**src/rtl/ram_arb_if.sv**
```systemverilog
// Bundle between two requesters, the RAM arbiter and a registered single-port RAM.
// The slave modport is the arbiter's view; the master modport is the environment's view.
interface ram_arb_if #(
  parameter int DATA_WIDTH = 32,
  parameter int ADDR_WIDTH = 10
);
  logic                  s0_req_valid;
  logic                  s0_req_ready;
  logic                  s0_req_we;
  logic [ADDR_WIDTH-1:0] s0_req_addr;
  logic [DATA_WIDTH-1:0] s0_req_data;
  logic                  s0_rsp_valid;
  logic [DATA_WIDTH-1:0] s0_rsp_data;

  logic                  s1_req_valid;
  logic                  s1_req_ready;
  logic                  s1_req_we;
  logic [ADDR_WIDTH-1:0] s1_req_addr;
  logic [DATA_WIDTH-1:0] s1_req_data;
  logic                  s1_rsp_valid;
  logic [DATA_WIDTH-1:0] s1_rsp_data;

  logic                  ram_we;
  logic [ADDR_WIDTH-1:0] ram_addr;
  logic [DATA_WIDTH-1:0] ram_din;
  logic [DATA_WIDTH-1:0] ram_dout;

  modport slave (
    input  s0_req_valid, s0_req_we, s0_req_addr, s0_req_data,
    input  s1_req_valid, s1_req_we, s1_req_addr, s1_req_data,
    input  ram_dout,
    output s0_req_ready, s0_rsp_valid, s0_rsp_data,
    output s1_req_ready, s1_rsp_valid, s1_rsp_data,
    output ram_we, ram_addr, ram_din
  );

  modport master (
    output s0_req_valid, s0_req_we, s0_req_addr, s0_req_data,
    output s1_req_valid, s1_req_we, s1_req_addr, s1_req_data,
    output ram_dout,
    input  s0_req_ready, s0_rsp_valid, s0_rsp_data,
    input  s1_req_ready, s1_rsp_valid, s1_rsp_data,
    input  ram_we, ram_addr, ram_din
  );
endinterface

```
**src/rtl/ram_arb.sv**
```systemverilog
// Two-requester round-robin arbiter in front of a single-port RAM with a
// one-cycle registered read; optionally zero-fills the RAM after reset.
module ram_arb #(
  parameter int DATA_WIDTH    = 32,
  parameter int ADDR_WIDTH    = 10,
  parameter bit INIT_ON_RESET = 1'b1
) (
  input  logic      clk,
  input  logic      rst_n,
  output logic      init_done,
  ram_arb_if.slave  bus
);

  typedef enum logic {ST_INIT = 1'b0, ST_RUN = 1'b1} state_t;

  localparam state_t                RESET_STATE = INIT_ON_RESET ? ST_INIT : ST_RUN;
  localparam logic [ADDR_WIDTH-1:0] LAST_ADDR   = {ADDR_WIDTH{1'b1}};
  localparam logic [ADDR_WIDTH-1:0] ADDR_ONE    = {{(ADDR_WIDTH-1){1'b0}}, 1'b1};

  state_t                r_state;
  state_t                w_next_state;
  logic [ADDR_WIDTH-1:0] r_fill_cnt;
  logic                  r_ptr;
  logic                  r_rsp0;
  logic                  r_rsp1;
  logic                  w_gnt0;
  logic                  w_gnt1;

  // State, fill counter, priority pointer and one-cycle response flags
  always_ff @(posedge clk) begin
    if (!rst_n) begin
      r_state    <= RESET_STATE;
      r_fill_cnt <= {ADDR_WIDTH{1'b0}};
      r_ptr      <= 1'b0;
      r_rsp0     <= 1'b0;
      r_rsp1     <= 1'b0;
    end else begin
      r_state <= w_next_state;
      // the counter parks on the last address instead of wrapping
      if (r_state == ST_INIT && r_fill_cnt != LAST_ADDR) begin
        r_fill_cnt <= r_fill_cnt + ADDR_ONE;
      end else begin
        r_fill_cnt <= r_fill_cnt;
      end
      if (w_gnt0) begin
        r_ptr <= 1'b1;
      end else if (w_gnt1) begin
        r_ptr <= 1'b0;
      end else begin
        r_ptr <= r_ptr;
      end
      r_rsp0 <= w_gnt0;
      r_rsp1 <= w_gnt1;
    end
  end

  // Next-state, grant selection and RAM port drive
  always_comb begin
    w_next_state = r_state;
    w_gnt0       = 1'b0;
    w_gnt1       = 1'b0;
    bus.ram_we   = 1'b0;
    bus.ram_addr = {ADDR_WIDTH{1'b0}};
    bus.ram_din  = {DATA_WIDTH{1'b0}};
    case (r_state)
      ST_INIT: begin
        bus.ram_we   = rst_n;
        bus.ram_addr = r_fill_cnt;
        if (r_fill_cnt == LAST_ADDR) begin
          w_next_state = ST_RUN;
        end else begin
          w_next_state = ST_INIT;
        end
      end
      ST_RUN: begin
        w_next_state = ST_RUN;
        // r_ptr names the requester that wins a tie
        w_gnt0 = rst_n & bus.s0_req_valid & (~bus.s1_req_valid | ~r_ptr);
        w_gnt1 = rst_n & bus.s1_req_valid & (~bus.s0_req_valid |  r_ptr);
        if (w_gnt0) begin
          bus.ram_we   = bus.s0_req_we;
          bus.ram_addr = bus.s0_req_addr;
          bus.ram_din  = bus.s0_req_data;
        end else if (w_gnt1) begin
          bus.ram_we   = bus.s1_req_we;
          bus.ram_addr = bus.s1_req_addr;
          bus.ram_din  = bus.s1_req_data;
        end else begin
          bus.ram_we   = 1'b0;
          bus.ram_addr = {ADDR_WIDTH{1'b0}};
          bus.ram_din  = {DATA_WIDTH{1'b0}};
        end
      end
      default: begin
        w_next_state = RESET_STATE;
      end
    endcase
  end

  assign init_done        = (r_state == ST_RUN);
  assign bus.s0_req_ready = w_gnt0;
  assign bus.s1_req_ready = w_gnt1;
  assign bus.s0_rsp_valid = r_rsp0;
  assign bus.s1_rsp_valid = r_rsp1;
  assign bus.s0_rsp_data  = r_rsp0 ? bus.ram_dout : {DATA_WIDTH{1'b0}};
  assign bus.s1_rsp_data  = r_rsp1 ? bus.ram_dout : {DATA_WIDTH{1'b0}};

endmodule
```
**src/flat_wrapper.sv**
```systemverilog
// flat-port wrapper written by rule: the top's interface ports become plain ports
module ram_arb_flat 
#(
  parameter int DATA_WIDTH    = 32,
  parameter int ADDR_WIDTH    = 10,
  parameter bit INIT_ON_RESET = 1'b1
)
  (clk, rst_n, init_done, bus_s0_req_valid, bus_s0_req_we, bus_s0_req_addr, bus_s0_req_data, bus_s1_req_valid, bus_s1_req_we, bus_s1_req_addr, bus_s1_req_data, bus_ram_dout, bus_s0_req_ready, bus_s0_rsp_valid, bus_s0_rsp_data, bus_s1_req_ready, bus_s1_rsp_valid, bus_s1_rsp_data, bus_ram_we, bus_ram_addr, bus_ram_din);
  ram_arb_if #(.DATA_WIDTH(DATA_WIDTH), .ADDR_WIDTH(ADDR_WIDTH)) bus_i ();
  input  logic clk;
  input  logic rst_n;
  output logic init_done;
  input wire logic [$bits(bus_i.s0_req_valid)-1:0] bus_s0_req_valid;
  input wire logic [$bits(bus_i.s0_req_we)-1:0] bus_s0_req_we;
  input wire logic [$bits(bus_i.s0_req_addr)-1:0] bus_s0_req_addr;
  input wire logic [$bits(bus_i.s0_req_data)-1:0] bus_s0_req_data;
  input wire logic [$bits(bus_i.s1_req_valid)-1:0] bus_s1_req_valid;
  input wire logic [$bits(bus_i.s1_req_we)-1:0] bus_s1_req_we;
  input wire logic [$bits(bus_i.s1_req_addr)-1:0] bus_s1_req_addr;
  input wire logic [$bits(bus_i.s1_req_data)-1:0] bus_s1_req_data;
  input wire logic [$bits(bus_i.ram_dout)-1:0] bus_ram_dout;
  output wire logic [$bits(bus_i.s0_req_ready)-1:0] bus_s0_req_ready;
  output wire logic [$bits(bus_i.s0_rsp_valid)-1:0] bus_s0_rsp_valid;
  output wire logic [$bits(bus_i.s0_rsp_data)-1:0] bus_s0_rsp_data;
  output wire logic [$bits(bus_i.s1_req_ready)-1:0] bus_s1_req_ready;
  output wire logic [$bits(bus_i.s1_rsp_valid)-1:0] bus_s1_rsp_valid;
  output wire logic [$bits(bus_i.s1_rsp_data)-1:0] bus_s1_rsp_data;
  output wire logic [$bits(bus_i.ram_we)-1:0] bus_ram_we;
  output wire logic [$bits(bus_i.ram_addr)-1:0] bus_ram_addr;
  output wire logic [$bits(bus_i.ram_din)-1:0] bus_ram_din;
  assign bus_i.s0_req_valid = bus_s0_req_valid;
  assign bus_i.s0_req_we = bus_s0_req_we;
  assign bus_i.s0_req_addr = bus_s0_req_addr;
  assign bus_i.s0_req_data = bus_s0_req_data;
  assign bus_i.s1_req_valid = bus_s1_req_valid;
  assign bus_i.s1_req_we = bus_s1_req_we;
  assign bus_i.s1_req_addr = bus_s1_req_addr;
  assign bus_i.s1_req_data = bus_s1_req_data;
  assign bus_i.ram_dout = bus_ram_dout;
  assign bus_s0_req_ready = bus_i.s0_req_ready;
  assign bus_s0_rsp_valid = bus_i.s0_rsp_valid;
  assign bus_s0_rsp_data = bus_i.s0_rsp_data;
  assign bus_s1_req_ready = bus_i.s1_req_ready;
  assign bus_s1_rsp_valid = bus_i.s1_rsp_valid;
  assign bus_s1_rsp_data = bus_i.s1_rsp_data;
  assign bus_ram_we = bus_i.ram_we;
  assign bus_ram_addr = bus_i.ram_addr;
  assign bus_ram_din = bus_i.ram_din;
  ram_arb #(.DATA_WIDTH(DATA_WIDTH), .ADDR_WIDTH(ADDR_WIDTH), .INIT_ON_RESET(INIT_ON_RESET)) u_core (.clk(clk), .rst_n(rst_n), .init_done(init_done), .bus(bus_i));
endmodule
```
**config.mk**
```make
export PLATFORM = sky130hd
export DESIGN_NAME = ram_arb_flat
export DESIGN_NICKNAME = d
export VERILOG_FILES = /design/src/rtl/ram_arb_if.sv /design/src/rtl/ram_arb.sv /design/src/flat_wrapper.sv
export SDC_FILE = /design/constraint.sdc
export NUM_CORES = 1
export LEC_CHECK = 0
export CORE_AREA = 2 2 91 93
export DETAILED_ROUTE_END_ITERATION = 7
export DIE_AREA = 0 0 93 95
export PLACE_DENSITY = 0.72
export SLEW_MARGIN = 25
export SYNTH_ARGS = -nofsm -noshare
export SYNTH_HDL_FRONTEND = slang
export SYNTH_SLANG_ARGS = --single-unit
```
**constraint.sdc**
```tcl
create_clock -name clk -period 2.35 [get_ports clk]
set_input_delay 0.3525 -clock clk [delete_from_list [all_inputs] [get_ports clk]]
set_output_delay 0.3525 -clock clk [all_outputs]
set_load 0.02 [all_outputs]
```
== After elaboration in Yosys (flattened, before gate mapping) ==
Index checks and enable logic that the tools add are counted.

* Add/subtract/negate cells: 1
* Equal/unequal tests: 2
* Multiplexer cells: 17
* Bitwise gates (word level): 10
* Reductions and logical operators: 2

{| class="wikitable"
|+ Operators by type and width
! kind !! count
|-
| two-way mux 32 bit || 5
|-
| two-way mux 10 bit || 2
|-
| case mux 10 bit (2 select lines) || 1
|-
| adder 10 x 1 -> 10 bit, second input constant || 1
|-
| == test 10 bit, second input constant || 1
|-
| inequality test 10 bit, second input constant || 1
|-
| two-way mux 1 bit || 7
|-
| AND 1 bit || 4
|-
| NOT 1 bit || 4
|-
| case mux 1 bit (2 select lines) || 2
|-
| OR 1 bit || 2
|-
| nonzero test 2 bit || 1
|-
| logical AND 1 bit || 1
|}

* Flip-flop bits (word level): 14
* Output and inout port bits: 112
* Logic and storage cells: 37

== Depth between registers and ports, before layout ==
* Word-level depth: 6
* Mapped depth: 6
* Mapped depth without buffers: 5

== Worst setup path after synthesis ==
No wires, ideal clock.

* Path type: input port to output port
* From: in rst_n
* To: out bus_ram_din[22]
* Arrival time: 1357 ps
* Slack: 641 ps
* Cell stages on the path: 6
* Cell sequence: buf_4 > nand2_1 > a21oi_2 > and2_1 > buf_4 > a22o_1

* Longest elaborated chain between the ends: 5

{| class="wikitable"
|+ Ends and longest elaborated chain
! item !! line !! text
|-
| from (decl) || flat_wrapper.sv:11 || <nowiki>input logic rst_n;</nowiki>
|-
| AND 1 bit (2 in series) || ram_arb.sv:79 || <nowiki>w_gnt1 = rst_n & bus.s1_req_valid & (~bus.s0_req_valid | r_ptr);</nowiki>
|-
| two-way mux 32 bit || ram_arb.sv:84 || <nowiki>end else if (w_gnt1) begin</nowiki>
|-
| two-way mux 32 bit * || ram_arb.sv:80 || <nowiki>if (w_gnt0) begin</nowiki>
|-
| two-way mux 32 bit * || ram_arb.sv:65 || <nowiki>case (r_state)</nowiki>
|-
| to (decl) || flat_wrapper.sv:30 || <nowiki>output wire logic [$bits(bus_i.ram_din)-1:0] bus_ram_din;</nowiki>
|}

Every way passes the cells marked *; elsewhere a longest branch is shown, timed or not.

== Worst setup path in the final report ==
* From: in bus_s1_req_valid
* To: out bus_ram_addr[6]

* Longest elaborated chain between the ends: 5

{| class="wikitable"
|+ Ends and longest elaborated chain
! item !! line !! text
|-
| from (decl) || flat_wrapper.sv:17 || <nowiki>input wire logic [$bits(bus_i.s1_req_valid)-1:0] bus_s1_req_valid;</nowiki>
|-
| AND 1 bit / NOT 1 bit (equally long branches) || ram_arb.sv:79, ram_arb.sv:78 ||
|-
| AND 1 bit / OR 1 bit (equally long branches) || ram_arb.sv:79, ram_arb.sv:78 ||
|-
| two-way mux 10 bit / AND 1 bit (equally long branches) || ram_arb.sv:84, ram_arb.sv:78 ||
|-
| two-way mux 10 bit * || ram_arb.sv:80 ||
|-
| case mux 10 bit (2 select lines) * || ram_arb.sv:65 ||
|-
| to (decl) || flat_wrapper.sv:29 || <nowiki>output wire logic [$bits(bus_i.ram_addr)-1:0] bus_ram_addr;</nowiki>
|}

Marked as above.

==> results.md <==
* Status: finished clean
* CTS sink cnt at 14
* Die W at 93 um
* Maxcap violations at 0
* P&R area growth vs syn at 149%
* CTS Root Cell: clkbuf_8
* Initial antenna violation count at 0
* Worst-Margin Slew at 0.458 ns
* PwrDens at 186 nW/um^2
* DIE HEIGHT at 95 um
* Synth cell types at 42
* DP HPWL at 6.89 mm
* Synth Area per Inst at 7.22 um^2
* DR vias at around 2600
* Vias in the first global route at between 2000 and 2500
* Ant diodes at 0
* Seq cells post-synth at 14
* Global Route Usage Sum at 0.168
* CTS tree: built
* CTS clk-pin slew, worst paths at 0.06 ns
* Post-CTS Hold Buffers at 0
* Worst-skew pair later-pin latency at between 0.2 and 0.3 ns
* # rows at 33
* Layout cell share with drive strength beyond 1 at 0.114
* Number of top-level pins at 234
* Yosys warnings at 0
* Residual DRC at 0
* CP required at 2.00 ns
* NumNets Final at 581
* Hold WC Path Type: input port to register
* Fin. Hold Viols at 0
* Final Max Tran Viols at 0
* Routability cong. at ~0.80
* Unrepaired setup endpoints after global routing: false
* Total wire length at 8.39 mm
* Final setup viols at 0
* Crit path capture type: output pin
* Max Clk Rate at 0.441 GHz
* Arrival time worst endpoint at about 1.9 ns
* Vias per std cell at 4.65
* Fillcell total at 771
* Cell area after synthesis at 1650 um^2
* Sequential share of the synthesized area at 0.169
* Top_reg_cell synth: dfxtp_1
* Routed Antenna Nets at 0
* Layout Utilization at 0.520
* Starting Density at 0.209
* Synth Instances at roughly 230
* Worst Setup Start Kind: input port
* Final setup TNS at 0 ns
* Clock Tree Buf Depth at 2
* DR pass1 iterations at 4
* Final worst-path setup slack at between 0.08 and 0.09 ns
* First-pass GRT wire length at 12.0 mm
* Syn nets at roughly 350
* Max-slew headroom at 0.694
* Leakage power at about 1.6 nW
* Fraction of registers with async set/reset at 0
* Grt total ovfl at 0
* Port-buffer cells at 233
* Post-synth EDFFs at 0
* Crit-path max FO at 18
* Core Area at 7930 um^2
* Skew final at approximately 0.0039 ns
* Largest net degree at the start of global routing at 34
* Period Utilization, post-route at 0.966
* Worst vdd ir at 0.000161 V
* Minimum clock period at 2.27 ns
* Postcts setup bufs at 0
* CTS buffer count at 3
* Total die area at between 8000 and 9000 um^2
* # H-tree levels at 1
* DP Worst Slack at -0.299 ns
* Routed length per instance at roughly 15 um
* CP Class: input port to output pin
* Initial DRC Count at 56
-- cells in the final DEF (no fill, tap or decap), drive strengths merged --
cell,count
a21oi,7
mux2i,1
nor4b,1
a311oi,2
clkdlybuf4s15,20
a21boi,1
and4,3
and2,69
o311ai,1
nand4,1
nand2,7
dlygate4sd2,14
buf,12
a22oi,12
a211oi,1
o21ai,2
dlymetal6s2s,1
a31o,1
nand2b,1
and3,1
dfxtp,14
o41ai,1
ha,1
nor3,2
nand3,2
clkinv,1
nand4b,1
a22o,20
xnor2,2
a221oi,11
nand3b,1
a41oi,2
a31oi,1
o21ba,1
nor2,34
clkbuf,15
inv,3
clkdlybuf4s50,187
-- report_power, final --
group	total, mW	internal [mW]	leakage (nW)	switching (mW)
Combinational	0.282	0.203	1.48	0.0792
Clock	0.239	0.149	0.0288	0.0906
Sequential	0.248	0.242	0.113	0.00605
Total	0.769	0.593	1.63	0.176
-- critical path: stages --
cell and delay, ns:
clkdlybuf4s50_1 0.53, nand2_1 0.08, a21oi_2 0.18, buf_6 0.22
a221oi_1 0.10, nor2_1 0.11, dlygate4sd2_1 0.34
-- worst paths after layout --
check                            start                   end  slack, ns  depth (start not counted)
hold reg to reg   u_core.r_fill_cnt[1]  u_core.r_fill_cnt[1]       0.50                          2
setup / recovery      bus_s1_req_valid       bus_ram_addr[6]       0.08                          7
setup reg to reg  u_core.r_fill_cnt[0]  u_core.r_fill_cnt[4]       0.75                          5
hold / removal        bus_s0_req_valid          u_core.r_ptr       0.50                          3
-- kinds of logic (layout without fill, tap and decap cells) --
group	after synthesis	after routing	synth area share
buf+inv	25	253	0.0741
flops	14	14	0.169
mux	1	1	0.00605
compound gates	63	63	0.311
simple gates	123	123	0.421
fa+ha+maj	1	1	0.00756
xor+xnor	2	2	0.0106
-- through the flow --
stage / cells / power [mW] / area [um^2] / hold slack (ns)
final: 562 / 0.769 / 4120 / 0.501
after global routing: 562 / 0.798 / 4120 / 0.541
after detailed placement: 558 / 0.536 / 4110 / 0.481
after global placement: 558 / 0.535 / 4110 / 0.473
after CTS: 562 / 0.772 / 4160 / 0.497
after floorplan: 229 / 0.298 / 1650 / 0.456
-- cell usage after synthesis, types with 4 or more instances --
cell | instances | area share
and2_1 | 68 | 0.26
a22oi_1 | 12 | 0.054
a22o_1 | 20 | 0.11
buf_4 | 4 | 0.018
a21oi_1 | 5 | 0.015
buf_2 | 5 | 0.015
nor2_1 | 34 | 0.077
a221oi_1 | 11 | 0.058
dfxtp_1 | 14 | 0.17
clkbuf_1 | 11 | 0.025
nand2_1 | 7 | 0.016
-- sequential cells by signal, summed over array words and instances, names as in the netlist --
name	cells
u_core.bus.s1_rsp_valid	1
u_core.init_done	1
u_core.r_fill_cnt	10
u_core.bus.s0_rsp_valid	1
u_core.r_ptr	1
-- layer usage --
metal	vias to the layer above	share of wire	routed length, um	track usage
met3	11	0.10	867	0.0415
met1	1159	0.39	3230	0.204
met4	0	0.0097	81	0.0306
met2	166	0.50	4210	0.305
met5	-	0	0	0
li1	1280	-	-	-
-- final cells by class --
class                   count  area, um^2  area share
clock buffers               4        55.1      0.0134
inverters                   4        15.0     0.00364
multi-input cells         190        1260       0.305
flip-flops and latches     14         280      0.0680
well taps                 105         131      0.0319
repair buffers            245        2380       0.578
-- repair_timing --
action / in CTS / in global routing
gates resized for setup: 80 / 24
endpoints found under the setup margin: 45 / 32
gates cloned: 0 / 0
No activity file was read; power rests on OpenSTA's default activity.
